**config.mk**
```make
export PLATFORM = sky130hd
export DESIGN_NAME = dmem_agu
export DESIGN_NICKNAME = d
export VERILOG_FILES = /design/src/rtl/dmem_agu.sv
export SDC_FILE = /design/constraint.sdc
export NUM_CORES = 1
export LEC_CHECK = 0
export BUFFER_PORTS_ARGS = -buffer_cell sky130_fd_sc_hd__buf_4
export CORE_ASPECT_RATIO = 1.4
export CORE_MARGIN = 2
export CORE_UTILIZATION = 45
export CTS_BUF_LIST = sky130_fd_sc_hd__clkbuf_4 sky130_fd_sc_hd__clkbuf_8
export DETAILED_ROUTE_END_ITERATION = 10
export GPL_TIMING_DRIVEN = 0
export PLACE_DENSITY = 0.66
export SLEW_MARGIN = 30
export SYNTH_ARGS = -nofsm -noshare
export SYNTH_HDL_FRONTEND = slang
export SYNTH_SLANG_ARGS = --single-unit
```
**constraint.sdc**
```tcl
create_clock -name clk -period 6.9 [get_ports clk]
set_clock_uncertainty 0.15 [all_clocks]
set_input_delay 0.345 -clock clk [delete_from_list [all_inputs] [get_ports clk]]
set_output_delay 0.345 -clock clk [all_outputs]
set_load 0.005 [all_outputs]
```
**src/rtl/dmem_agu.sv**
```systemverilog
// dmem_agu: data-memory address generator and access sequencer.
// Keeps the MAR and a row/column traversal position over an image of
// programmable size, forms address = MAR + row*n_cols + col without a
// multiplier, and runs single-word read/write transactions against a
// synchronous SRAM with a fixed read latency of MEM_LAT cycles.
//
// Handshake: dmem_read/dmem_write are single-cycle strobes sampled at a
// rising edge. A strobe is accepted only while busy is low; a strobe that
// arrives while busy is high is dropped and sets the sticky err flag.
// A simultaneous read+write performs the write, drops the read and sets err.
// A read completes with a one-cycle rdata_valid pulse; busy is already low in
// that cycle, so a new strobe at that edge is accepted.
`timescale 1ns/1ps

module dmem_agu #(
    parameter int BUS_WIDTH = 16,
    parameter int ADDR_W    = 12,
    parameter int ROW_W     = 8,
    parameter int COL_W     = 8,
    parameter int MEM_LAT   = 2,
    parameter int DEF_COLS  = 8,
    parameter int DEF_ROWS  = 8
) (
    input  logic                 clk,
    input  logic                 reset_n,
    input  logic                 dmem_read,
    input  logic                 dmem_write,
    input  logic                 mar_inc,
    input  logic                 col_inc,
    input  logic                 row_inc,
    input  logic                 col_zero,
    input  logic                 mar_load,
    input  logic [ADDR_W-1:0]    mar_din,
    input  logic                 dim_load,
    input  logic [COL_W-1:0]     n_cols,
    input  logic [ROW_W-1:0]     n_rows,
    input  logic [BUS_WIDTH-1:0] wdata,
    output logic [BUS_WIDTH-1:0] rdata,
    output logic                 rdata_valid,
    output logic                 busy,
    output logic                 err,
    output logic                 frame_done,
    output logic [ROW_W-1:0]     row,
    output logic [COL_W-1:0]     col,
    output logic [ADDR_W-1:0]    mem_addr,
    output logic                 mem_en,
    output logic                 mem_we,
    output logic [BUS_WIDTH-1:0] mem_wdata,
    input  logic [BUS_WIDTH-1:0] mem_rdata
);

    typedef enum logic [1:0] {
        S_IDLE    = 2'd0,
        S_RD_WAIT = 2'd1,
        S_RD_CAP  = 2'd2,
        S_WR      = 2'd3
    } state_t;

    // Last latency count in RD_WAIT: capture happens MEM_LAT edges after the
    // edge that ended the mem_en cycle.
    localparam logic [2:0] LAT_LAST = 3'(MEM_LAT);

    state_t              state;
    logic [2:0]          lat_cnt;

    logic [ADDR_W-1:0]   mar;
    logic [ADDR_W-1:0]   offset;     // row*n_cols + col, mod 2^ADDR_W
    logic [ADDR_W-1:0]   row_start;  // row*n_cols, mod 2^ADDR_W
    logic [COL_W-1:0]    cols_q;
    logic [ROW_W-1:0]    rows_q;

    logic [ADDR_W-1:0]   cols_ext;
    logic [ADDR_W-1:0]   next_row_start;
    logic [ADDR_W-1:0]   addr_now;
    logic                row_last;
    logic                col_last;
    logic                access_strobe;

    // Address and position helpers derived from the current pointer state.
    always_comb begin
        cols_ext       = ADDR_W'(cols_q);
        next_row_start = row_start + cols_ext;
        addr_now       = mar + offset;
        row_last       = (row == (rows_q - 1'b1));
        col_last       = (col == (cols_q - 1'b1));
        access_strobe  = dmem_read | dmem_write;
    end

    // MAR, dimensions and row/column/offset pointer updates.
    always_ff @(posedge clk or negedge reset_n) begin
        if (!reset_n) begin
            mar        <= '0;
            offset     <= '0;
            row_start  <= '0;
            row        <= '0;
            col        <= '0;
            cols_q     <= COL_W'(DEF_COLS);
            rows_q     <= ROW_W'(DEF_ROWS);
            frame_done <= 1'b0;
        end else begin
            if (mar_load) begin
                mar        <= mar_din;
                frame_done <= 1'b0;
            end else if (mar_inc) begin
                mar <= mar + 1'b1;
            end

            if (dim_load) begin
                cols_q     <= n_cols;
                rows_q     <= n_rows;
                row        <= '0;
                col        <= '0;
                offset     <= '0;
                row_start  <= '0;
                frame_done <= 1'b0;
            end else if (row_inc) begin
                if (row_last) begin
                    // Frame wrap: back to the origin.
                    row        <= '0;
                    col        <= '0;
                    offset     <= '0;
                    row_start  <= '0;
                    frame_done <= 1'b1;
                end else begin
                    row       <= row + 1'b1;
                    row_start <= next_row_start;
                    if (col_zero) begin
                        col    <= '0;
                        offset <= next_row_start;
                    end else begin
                        offset <= offset + cols_ext;
                    end
                end
            end else if (col_inc) begin
                if (col_last) begin
                    if (row_last) begin
                        row        <= '0;
                        col        <= '0;
                        offset     <= '0;
                        row_start  <= '0;
                        frame_done <= 1'b1;
                    end else begin
                        // Last column: offset+1 lands exactly on the next row start.
                        row       <= row + 1'b1;
                        col       <= '0;
                        offset    <= offset + 1'b1;
                        row_start <= next_row_start;
                    end
                end else begin
                    col    <= col + 1'b1;
                    offset <= offset + 1'b1;
                end
            end else if (col_zero) begin
                // Stand-alone col_zero returns to the start of the current row.
                col    <= '0;
                offset <= row_start;
            end
        end
    end

    // Access sequencer: accepts strobes, drives the SRAM port, captures read data.
    always_ff @(posedge clk or negedge reset_n) begin
        if (!reset_n) begin
            state       <= S_IDLE;
            lat_cnt     <= '0;
            busy        <= 1'b0;
            mem_en      <= 1'b0;
            mem_we      <= 1'b0;
            mem_addr    <= '0;
            mem_wdata   <= '0;
            rdata       <= '0;
            rdata_valid <= 1'b0;
            err         <= 1'b0;
        end else begin
            rdata_valid <= 1'b0;
            case (state)
                S_IDLE, S_RD_CAP: begin
                    state  <= S_IDLE;
                    busy   <= 1'b0;
                    mem_en <= 1'b0;
                    mem_we <= 1'b0;
                    if (dmem_write) begin
                        // Write wins over a simultaneous read; the read is dropped.
                        state     <= S_WR;
                        busy      <= 1'b1;
                        mem_en    <= 1'b1;
                        mem_we    <= 1'b1;
                        mem_addr  <= addr_now;
                        mem_wdata <= wdata;
                        if (dmem_read) begin
                            err <= 1'b1;
                        end
                    end else if (dmem_read) begin
                        state    <= S_RD_WAIT;
                        busy     <= 1'b1;
                        mem_en   <= 1'b1;
                        mem_we   <= 1'b0;
                        mem_addr <= addr_now;
                        lat_cnt  <= '0;
                    end
                end
                S_WR: begin
                    state  <= S_IDLE;
                    busy   <= 1'b0;
                    mem_en <= 1'b0;
                    mem_we <= 1'b0;
                    if (access_strobe) begin
                        err <= 1'b1;
                    end
                end
                S_RD_WAIT: begin
                    mem_en <= 1'b0;
                    mem_we <= 1'b0;
                    if (access_strobe) begin
                        err <= 1'b1;
                    end
                    if (lat_cnt == LAT_LAST) begin
                        state       <= S_RD_CAP;
                        busy        <= 1'b0;
                        rdata       <= mem_rdata;
                        rdata_valid <= 1'b1;
                    end else begin
                        lat_cnt <= lat_cnt + 1'b1;
                    end
                end
                default: begin
                    state  <= S_IDLE;
                    busy   <= 1'b0;
                    mem_en <= 1'b0;
                    mem_we <= 1'b0;
                end
            endcase
        end
    end

endmodule

```
==> flow_summary.toml <==
[detailed_routing]
wl_per_cell_um = 17.8
drtIter0Drc = 367
firstDrtPassIters = 5
routed_via_density = 5.59
drc = 0
wl_um = 21900
antenna_left = 0
routed-via-count = 6868

[final_layout]
final_cell_mix = "buf_4 (130), dfrtp_1 (120), nand2_1 (79)"
final_common_cell = "buf_4"
antenna-diode-count = 0
areaGrowthSynthToFinish_pct = 31.2
final_nets = 1121
final_layout_size_suffix_gt1_share_pct = 23.9

[floorplan]
die_y_um = 158
initial_core_util_pct = 45.8
die-width_um = 114
dieArea_mm2 = 0.0180
core_area_mm2 = 0.0167
rows = 56
ios = 136

[cts]
cts_buffers = 17
cts_resized = 0
insertion_delay_ns = 0.46
cts_setup_buffers = 0
clk_path_buf_depth = 2
root_buffer = "clkbuf_8"
htree_levels = 4
cts_tree = "built"
clk_pin_slew_worst_paths_ns = 0.08
clock_sinks = 122

[worst_setup_path]
arrival_ns = 3.63
cp_slowest_cell = "nor2_1"
cpLargestDelayFamily = "simple AND/OR/NAND/NOR gates"
worst-path-buf-inv = 2
r2r_end = "row[0]"
worstSetupEndpointType = "flip-flop"
cp.required_ns = 7.12
cpPeakStageDelay_ns = 0.76
worstSetupPathType = "flip-flop to flip-flop"
r2r_start = "rows_q[0]"
reg2reg_slack_ns = 3.49
reg2regPathDepth = 10
cp-start-kind = "flip-flop"
crit_chain = "inv_1 > ha_1 > or3b_1 > nor3_1 > xnor2_1 > o211a_1 > buf_2 > nor2_1 > nand2_1 > o21ai_0"
cp_max_fo = 10

[synth]
synth_edf_count = 0
avgSynthCellArea_um2 = 9.59
synth_seq_cells = 122
syn_inst = 796
ys_seq_area_share_pct = 40.0
yosysWarnings = 0
synth_flop_cell = "dfrtp_1"
ys_async_sr_fraction_pct = 100
ys_types = 76
synth_area_mm2 = 0.00763
syn_nets = 904

[sta]
setup_viol = 0
finalSetupTns_ns = 0
max_freq_ghz = 0.293
period_needed_ns = 3.41
period_share_pct = 49.5
worst_pin_slew_ns = 0.953
slew_viol_final = 0
hold_violations = 0
slew_headroom_pct = 36.3
rsz0062_at_grt = "false"

[pwr]
power.leakage_nw = 4.48
finalPower_w = 0.00270
ir_drop_mv = 0.112
power_density_mw_per_mm2 = 270

[global_route]
grt_pass1_wl_um = 34900
antenna_found_initial = 0
grt_max_degree = 77
grt-ovfl-total = 0
grt_usage_pct = 24.9
grt_pass1_vias = 6846

[place]
place.gp.congestion = 0.943
portBuffers = 131
hpwl_um = 15700

[outcome]
status = "finished, final reports clean"

[job]
drv_cap = 0

[min_path]
min_delay_path_depth = 3
min_to = "err"
holdCritStartpoint = "dmem_read"
hold_class = "primary input to flip-flop"
## worst max-delay path by stage
stage	start	end	slack, ns	cells past startpoint
after CTS	rows_q[0]	offset[3]	3.66	10
after global routing	rows_q[0]	row_start[7]	3.38	10
final	rows_q[0]	row[0]	3.49	10
after floorplan	rows_q[0]	offset[3]	4.16	10
after detailed placement	rows_q[0]	offset[3]	3.68	10
after global placement	rows_q[0]	offset[3]	3.67	10
## flip-flops by register name, summed over array words and instances (netlist names)
signal       flops
mem_wdata       16
rdata           16
mar             12
mem_addr        12
offset          12
row_start       12
col              8
cols_q           8
row              8
rows_q           8
lat_cnt          3
state            2
err              1
frame_done       1
mem_en           1
mem_we           1
rdata_valid      1
## cells in the mapped netlist (4+ instances only)
master     number  area [um2]
nand3_1        25         125
nor4_1          4        25.0
nor2_1         43         161
mux2_2         48         541
nand2_1        79         297
a21oi_1        36         180
clkbuf_1       26        97.6
and3_1         11        68.8
o211a_1         4        40.0
o2bb2ai_1       5        43.8
nor3b_1         5        37.5
nand2b_1       11        68.8
ha_1           35         438
o31ai_1         6        45.0
a21o_1          4        30.0
mux2i_1        11         110
xnor2_1        29         254
a22o_1          9        78.8
inv_1          32         120
nor2b_1        13        81.3
a31o_2          6        52.6
or3_1           7        43.8
nand4_1         7        43.8
o21bai_1        5        37.5
o21a_1          9        67.6
o21ai_1        11        55.1
xor2_1         25         219
or2_2           8        50.1
nor3_1         18        90.1
a31oi_1         6        37.5
a211oi_1        8        60.1
dfrtp_1       120        3000
o21ai_0        54         270
nand3b_1        5        37.5
## cell families after synthesis
logic type | after synthesis | synth area share [%]
AOI/OAI and AO/OA | 203 | 18.2
xor gates and xnor gates | 54 | 6.20
adders and majority gates | 38 | 6.53
buffers and inverters | 65 | 3.44
DFF | 122 | 40.0
muxes | 59 | 8.53
and+or+nand+nor | 255 | 17.1
## report_power, final
| group | internal [W] | switching [W] |
|---|---|---|
| Clock | 0.000405 | 0.000319 |
| Combinational | 0.000515 | 0.000424 |
| Sequential | 0.000898 | 0.000142 |
## final cells by class
cell class	instances	area, um2
Tap cell	203	254
Multi-Input combinational cell	609	4320
Fill cell	1430	6670
Timing Repair Buffer	198	1680
Inverter	33	124
Clock inverter	13	191
Buffer	32	139
Sequential cell	122	3060
Clock buffer	18	248
## routing by layer
| metal | global-route usage [%] | part of all wire, % | wire (um) | vias to the layer above |
|---|---|---|---|---|
| met5 | 0 | 0 | 0 | - |
| met3 | 4.36 | 4.7 | 1020 | 47 |
| met2 | 43.8 | 51 | 11100 | 237 |
| met4 | 13.0 | 3.9 | 845 | 0 |
| met1 | 28.7 | 41 | 8920 | 3261 |
| li1 | - | - | - | 3323 |
## stage by stage
step / hold WS [ns] / worst slack, ns / instance area (um2) / utilization [%] / std cells
5_1_grt: 0.0469 / 3.38 / 10000 / 60.0 / 1228
2_1_floorplan: -0.101 / 4.16 / 7630 / - / 796
3_5_place_dp: 0.220 / 3.68 / 8910 / 53.4 / 1131
6_report: 0.0214 / 3.49 / 10000 / 60.0 / 1228
3_3_place_gp: 0.312 / 3.67 / 8870 / 53.2 / 1130
4_1_cts: 0.000471 / 3.66 / 10000 / 60.0 / 1228
## worst reg2reg max path, stage by stage, from the launching register on
cell     delay, ns
dfrtp_1       0.42
inv_1         0.09
ha_1          0.19
or3b_1        0.40
nor3_1        0.19
xnor2_1       0.11
o211a_1       0.13
buf_2         0.23
nor2_1        0.76
nand2_1       0.41
o21ai_0       0.27
## what timing repair did
item                                   4_1_cts  5_1_grt
hold buffers                                66        0
setup endpoints to repair                    0        0
endpoints found under the hold margin      134        0
Note: power is estimated with default switching activity, not from simulation.
